### config.mk
export PLATFORM = sky130hd
export DESIGN_NAME = fifo_bank_ctrl
export DESIGN_NICKNAME = d
export VERILOG_FILES = /design/src/rtl/fifo_bank_pkg.sv /design/src/rtl/fifo_bank_state.sv /design/src/rtl/fifo_bank_ctrl.sv
export SDC_FILE = /design/constraint.sdc
export NUM_CORES = 1
export LEC_CHECK = 0
export CAP_MARGIN = 20
export CORE_UTILIZATION = 48
export DETAILED_ROUTE_END_ITERATION = 7
export GPL_ROUTABILITY_DRIVEN = 0
export PLACE_DENSITY = 0.8
export SYNTH_ARGS = -nofsm -noshare
export SYNTH_HDL_FRONTEND = slang
export SYNTH_SLANG_ARGS = --single-unit
### constraint.sdc
create_clock -name clk -period 3.6 [get_ports clk]
set_input_delay 1.08 -clock clk [delete_from_list [all_inputs] [get_ports clk]]
set_output_delay 1.08 -clock clk [all_outputs]
set_load 0.005 [all_outputs]
### src/rtl/fifo_bank_pkg.sv
// Shared constants, types and write-steering helper for the four-bank FIFO controller.
package fifo_bank_pkg;

  localparam int unsigned DATA_WIDTH = 8;
  localparam int unsigned DEPTH      = 32;
  localparam int unsigned BANK_NUM   = 4;
  localparam int unsigned AW         = $clog2(DEPTH);
  localparam int unsigned CW         = $clog2(DEPTH + 1);

  typedef logic [1:0]    bank_id_t;
  typedef logic [AW-1:0] ptr_t;
  typedef logic [CW-1:0] cnt_t;

  typedef enum logic {
    M0 = 1'b0,
    M1 = 1'b1
  } master_t;

  typedef struct packed {
    logic     ok;
    bank_id_t id;
  } wpick_t;

  // Preferred bank of the pair first, the sibling if the preferred one is full.
  function automatic wpick_t pick_bank(input logic base, input logic wsel,
                                       input logic [BANK_NUM-1:0] full);
    wpick_t p;
    p.ok = 1'b0;
    p.id = {base, wsel};
    if (!full[{base, wsel}]) begin
      p.ok = 1'b1;
      p.id = {base, wsel};
    end else if (!full[{base, ~wsel}]) begin
      p.ok = 1'b1;
      p.id = {base, ~wsel};
    end
    return p;
  endfunction

endpackage

### src/rtl/fifo_bank_state.sv
// Per-bank pointer and occupancy tracking.
module fifo_bank_state
  import fifo_bank_pkg::*;
(
  input  logic clk,
  input  logic rst,
  input  logic we,
  input  logic re,
  output ptr_t wr_ptr,
  output ptr_t rd_ptr,
  output logic empty,
  output logic full
);

  cnt_t count;

  // Pointers wrap naturally at DEPTH; count tracks net writes minus reads.
  always_ff @(posedge clk or posedge rst) begin
    if (rst) begin
      wr_ptr <= '0;
      rd_ptr <= '0;
      count  <= '0;
    end else begin
      if (we) wr_ptr <= wr_ptr + 1'b1;
      if (re) rd_ptr <= rd_ptr + 1'b1;
      case ({we, re})
        2'b10:   count <= count + 1'b1;
        2'b01:   count <= count - 1'b1;
        default: count <= count;
      endcase
    end
  end

  assign empty = (count == '0);
  assign full  = (count == cnt_t'(DEPTH));

endmodule

### src/rtl/fifo_bank_ctrl.sv
// Four-bank, two-master FIFO control plane: write steering, read arbitration, strobes.
module fifo_bank_ctrl
  import fifo_bank_pkg::*;
(
  input  logic                   clk,
  input  logic                   rst,
  input  logic                   wr_en_m0,
  input  logic                   wr_en_m1,
  input  logic                   rd_en_m0,
  input  logic [1:0]             rd_id_m0,
  input  logic                   rd_en_m1,
  input  logic [1:0]             rd_id_m1,
  output logic [BANK_NUM-1:0]    bank_we,
  output logic [BANK_NUM*AW-1:0] bank_waddr,
  output logic [BANK_NUM-1:0]    bank_re,
  output logic [BANK_NUM*AW-1:0] bank_raddr,
  output logic [1:0]             rd_sel,
  output logic                   valid_m0,
  output logic                   valid_m1,
  output logic [BANK_NUM-1:0]    bank_empty,
  output logic [BANK_NUM-1:0]    bank_full,
  output logic                   wr_drop_m0,
  output logic                   wr_drop_m1,
  output logic                   rd_drop_m0,
  output logic                   rd_drop_m1
);

  ptr_t    wr_ptr [BANK_NUM];
  ptr_t    rd_ptr [BANK_NUM];
  logic    wsel_m0, wsel_m1;
  master_t rr_last;
  wpick_t  pick_m0, pick_m1;
  logic    elig_m0, elig_m1, gnt_m0, gnt_m1;

  for (genvar b = 0; b < BANK_NUM; b++) begin : g_bank
    fifo_bank_state u_state (
      .clk    (clk),
      .rst    (rst),
      .we     (bank_we[b]),
      .re     (bank_re[b]),
      .wr_ptr (wr_ptr[b]),
      .rd_ptr (rd_ptr[b]),
      .empty  (bank_empty[b]),
      .full   (bank_full[b])
    );
    assign bank_waddr[b*AW +: AW] = wr_ptr[b];
    assign bank_raddr[b*AW +: AW] = rd_ptr[b];
  end

  // Write steering: each master confined to its own bank pair.
  always_comb begin
    bank_we = '0;
    pick_m0 = pick_bank(1'b0, wsel_m0, bank_full);
    pick_m1 = pick_bank(1'b1, wsel_m1, bank_full);
    if (wr_en_m0 && pick_m0.ok) bank_we[pick_m0.id] = 1'b1;
    if (wr_en_m1 && pick_m1.ok) bank_we[pick_m1.id] = 1'b1;
  end

  // Read arbitration: eligibility on current occupancy, round-robin on contention.
  always_comb begin
    bank_re = '0;
    elig_m0 = rd_en_m0 && !bank_empty[rd_id_m0];
    elig_m1 = rd_en_m1 && !bank_empty[rd_id_m1];
    gnt_m0  = elig_m0 && (!elig_m1 || rr_last == M1);
    gnt_m1  = elig_m1 && (!elig_m0 || rr_last == M0);
    if (gnt_m0) bank_re[rd_id_m0] = 1'b1;
    if (gnt_m1) bank_re[rd_id_m1] = 1'b1;
  end

  // Registered steering state, strobes and drop pulses.
  always_ff @(posedge clk or posedge rst) begin
    if (rst) begin
      wsel_m0    <= 1'b0;
      wsel_m1    <= 1'b0;
      rr_last    <= M0;
      rd_sel     <= '0;
      valid_m0   <= 1'b0;
      valid_m1   <= 1'b0;
      wr_drop_m0 <= 1'b0;
      wr_drop_m1 <= 1'b0;
      rd_drop_m0 <= 1'b0;
      rd_drop_m1 <= 1'b0;
    end else begin
      if (wr_en_m0 && pick_m0.ok) wsel_m0 <= ~pick_m0.id[0];
      if (wr_en_m1 && pick_m1.ok) wsel_m1 <= ~pick_m1.id[0];
      wr_drop_m0 <= wr_en_m0 && !pick_m0.ok;
      wr_drop_m1 <= wr_en_m1 && !pick_m1.ok;
      rd_drop_m0 <= rd_en_m0 && !gnt_m0;
      rd_drop_m1 <= rd_en_m1 && !gnt_m1;
      valid_m0   <= gnt_m0;
      valid_m1   <= gnt_m1;
      if (gnt_m0) begin
        rd_sel  <= rd_id_m0;
        rr_last <= M0;
      end else if (gnt_m1) begin
        rd_sel  <= rd_id_m1;
        rr_last <= M1;
      end
    end
  end

endmodule

==> metrics.md <==
| Metric | Value |
|---|---|
| Peak VDD IR | `between 0.0004 and 0.0005 V` |
| Failing checks | `setup timing` |
| Most common cell after layout, fill and taps aside | `buf_4` |
| Worst Path Buf+Inv | `4` |
| Cells after Synth | `about 380` |
| Period utilisation layout | `101.5%` |
| Post-synthesis sequential area ratio | `a little under half` |
| Drt total wl | `between 10000 and 15000 microns` |
| Fin cells | `650` |
| RSZ-0062 raised after global routing | `true` |
| Crit path depth | `18` |
| Setup CP Type | `flop to flop` |
| Crit path launch type | `flop` |
| Worst EP required | `a little under 4 ns` |
| Largest stage delay on the critical path | `roughly 0.53 ns` |
| Count of different cell masters after synthesis | `about 50` |
| Wire per inst | `between 15 and 20 microns` |
| First-pass GRT wire length | `roughly 16000 microns` |
| Routed length on met3 | `479 microns` |
| Initial Utilization | `about half` |
| CTS buffer count | `9` |
| Total Neg Setup Slack | `-0.2376 ns` |
| Die Ht | `between 90 and 100 microns` |
| FF-to-FF path depth | `18` |
| Power per cell area | `831.5 nW/um^2` |
| Most frequent cells in the layout | `buf_4 (87), dfrtp_1 (75), clkdlybuf4s50_1 (62)` |
| Max cap viols | `0` |
| Sequential power share | `33.3%` |
| Syn_area_per_cell | `between 10 and 15 sq um` |
| Drt pass-1 iters | `4` |
| WHS Path Cells | `1` |
| CORE AREA | `slightly above 8000 sq um` |
| Logic pwr share | `55.1%` |
| Asr flop ratio synth | `100.0%` |
| Antenna-violating nets left | `0` |
| Clk sinks | `75` |
| Clk pin slew, worst setup/hold paths | `~0.090 ns` |
| Clock power share | `roughly an eighth` |
| Arrival @ worst endpoint | `3.93 ns` |
| EDFF count, synth | `0` |
| Static leakage power | `approximately 2.8 nW` |
| # H-tree levels | `3` |
| DRC Markers | `0` |
| Die Wd | `~95 microns` |
| Min-Delay Path Class | `flop to flop` |
| Largest net degree at the start of global routing | `46` |
| Layout net count | `582` |
| Die Footprint | `~9000 sq um` |
| Fin. Hold Viols | `0` |
| Final WS setup | `-0.05359 ns` |
| Met2 routed WL | `between 5000 and 6000 microns` |
| Initial antenna violation count | `0` |
| Worst hold margin | `between 0.4 and 0.5 ns` |
| Slew headroom | `approximately three fifths` |
| Cell Area, Synth | `4155 sq um` |
| Total number of yosys warnings | `0` |
| Antenna cells | `0` |
| DR top layer | `met4` |
| Slew at the pin closest to its max-slew limit | `0.5851 ns` |
| Share of cells above drive strength 1 | `about a third` |
| Placed Instances | `600` |
| Area delta synth->final | `48.57%` |
| Worst Setup End Kind | `flop` |
| HPWL Detailed | `6692 microns` |
| Minimum clock period | `about 3.7 ns` |
| CP max FO | `4` |
| Vias/cell | `~5.3` |
| Register bit total from synthesis | `75` |
| Fmax | `~0.27 GHz` |
| Pre-CTS setup slack | `-0.6372 ns` |
| Clock root buffer | `clkbuf_8` |
| Total grt overflow | `0` |
| # IOs | `74` |
| Syn Nets | `around 430` |
| Initial DRC Count | `roughly 140` |
| Std-Cell Rows | `33` |
| Wl on met1 | `approximately 4200 microns` |
| P_int | `between 3 and 4 mW` |
| Routed vias | `between 3000 and 4000` |
| Final total power | `a little over 5 mW` |
| Synth Flop Type | `dfrtp_1` |
| GRT Total Usage | `between 20% and 30%` |
| Fin Clk Skew | `between 0.01 and 0.015 ns` |
| Sequence of cells on the critical path | `or4_4 > or3_4 > clkinv_4 > mux2i_4 > a22oi_4 > buf_6 > a31oi_4 > inv_2 > buf_4 > ha_4 > ha_4 > a21o_1 > a21oi_2 > o21bai_1 > a21oi_1 > xor2_1 > nor2_1 > xor2_1` |
| Clk_lat worst skew | `approximately 0.36 ns` |
| Vias in the first global route | `3505` |
| CTS tree | `yes` |
| Buffers on Ports | `73` |
| Status | `complete, but fails checks` |
| Final setup viols | `6` |
| Switching share of power | `37.63%` |
| Final number of max-transition violations | `0` |
| CP delay by family, top | `simple AND/OR/NAND/NOR gates` |
| CTS max path bufs | `2` |
| Switch Pwr | `~1.9 mW` |
| CP max-delay cell | `or4_4` |
-- sequential cells by signal, indices dropped and copies added (netlist names) --
name                   cells
rd_drop_m1                 1
g_bank.u_state.count      24
rd_sel                     2
wr_drop_m0                 1
wsel_m1                    1
valid_m0                   1
rr_last                    1
g_bank.u_state.rd_ptr     20
valid_m1                   1
g_bank.u_state.wr_ptr     20
wr_drop_m1                 1
wsel_m0                    1
rd_drop_m0                 1
-- synthesized netlist by cell type, types with 6 or more instances --
library cell  instances  area share [%]
a21oi_1              16             1.9
buf_4                16             2.9
dfrtp_1              75              45
ha_1                 28             8.4
inv_1                18             1.6
mux2_2                8             2.2
nand2_1              31             2.8
nand3_1               6            0.72
nand4_1              12             1.8
nor2_1               25             2.3
o21ai_0              14             1.7
xnor2_1              34             7.2
xor2_1               22             4.6
-- area by class of cell --
class                   count  area [sq um]
clock buffers              10         137.6
clock inverters             6         38.79
fillers                   534          2126
inverters                  20         82.58
multi-input cells         263          2405
flip-flops and latches     75          1877
well taps                 105         131.4
repair buffers            171          1501
-- through the flow --
| step | utilization, % | area [sq um] |
|---|---|---|
| after global routing | 74.39 | 6173 |
| after CTS | 71.70 | 5951 |
| after global placement | 65.79 | 5460 |
| final | 74.39 | 6173 |
| after floorplan | - | 4278 |
| after detailed placement | 65.79 | 5460 |
-- worst paths after layout --
| kind | slack (ns) | to | start |
|---|---|---|---|
| max | -0.05 | g_bank[1].u_state.count[5] | g_bank[3].u_state.count[1] |
| min | 0.47 | g_bank[0].u_state.rd_ptr[4] | g_bank[0].u_state.rd_ptr[4] |
| max reg2reg | -0.05 | g_bank[1].u_state.count[5] | g_bank[3].u_state.count[1] |
| min reg2reg | 0.47 | g_bank[0].u_state.rd_ptr[4] | g_bank[0].u_state.rd_ptr[4] |
| max in group asynchronous | 2.11 | g_bank[1].u_state.count[0] | rst |
| min in group asynchronous | 0.94 | g_bank[1].u_state.rd_ptr[0] | rst |
-- repair_timing --
action | in CTS | in global routing
gates resized for setup | 53 | 32
endpoints found under the setup margin | 15 | 17
pin swaps | 19 | 37
hold buffers | 0 | 0
buffers inserted | 21 | 13
-- kinds of logic (layout without fill, tap and decap cells) --
group                    count (synthesis)  count (layout)  synth area share [%]
AND/OR/NAND/NOR                        109             109                 14.12
flip-flops                              75              75                 45.17
XOR/XNOR                                56              56                 11.80
AO/OA/AOI/OAI                           49              49                 8.101
buffers and inverters                   45             207                 5.872
adder cells (fa/ha/maj)                 32              32                 10.36
multiplexers                            17              17                 4.577
-- power groups by stage --
stage	registers, mW	clock network, mW	logic, mW
after CTS	1.68	0.603	2.60
after detailed placement	1.67	0	2.42
after global placement	1.65	0	2.31
after floorplan	1.62	0	1.29
after global routing	1.76	0.648	3.08
final	1.71	0.598	2.83
-- metal layers --
metal  up-vias  track usage, %
met5         -               0
met4         0           10.61
li1       1613               -
met3        37           6.380
met2       110           42.69
met1      1713           26.25
(Power assumes the default switching activity.)
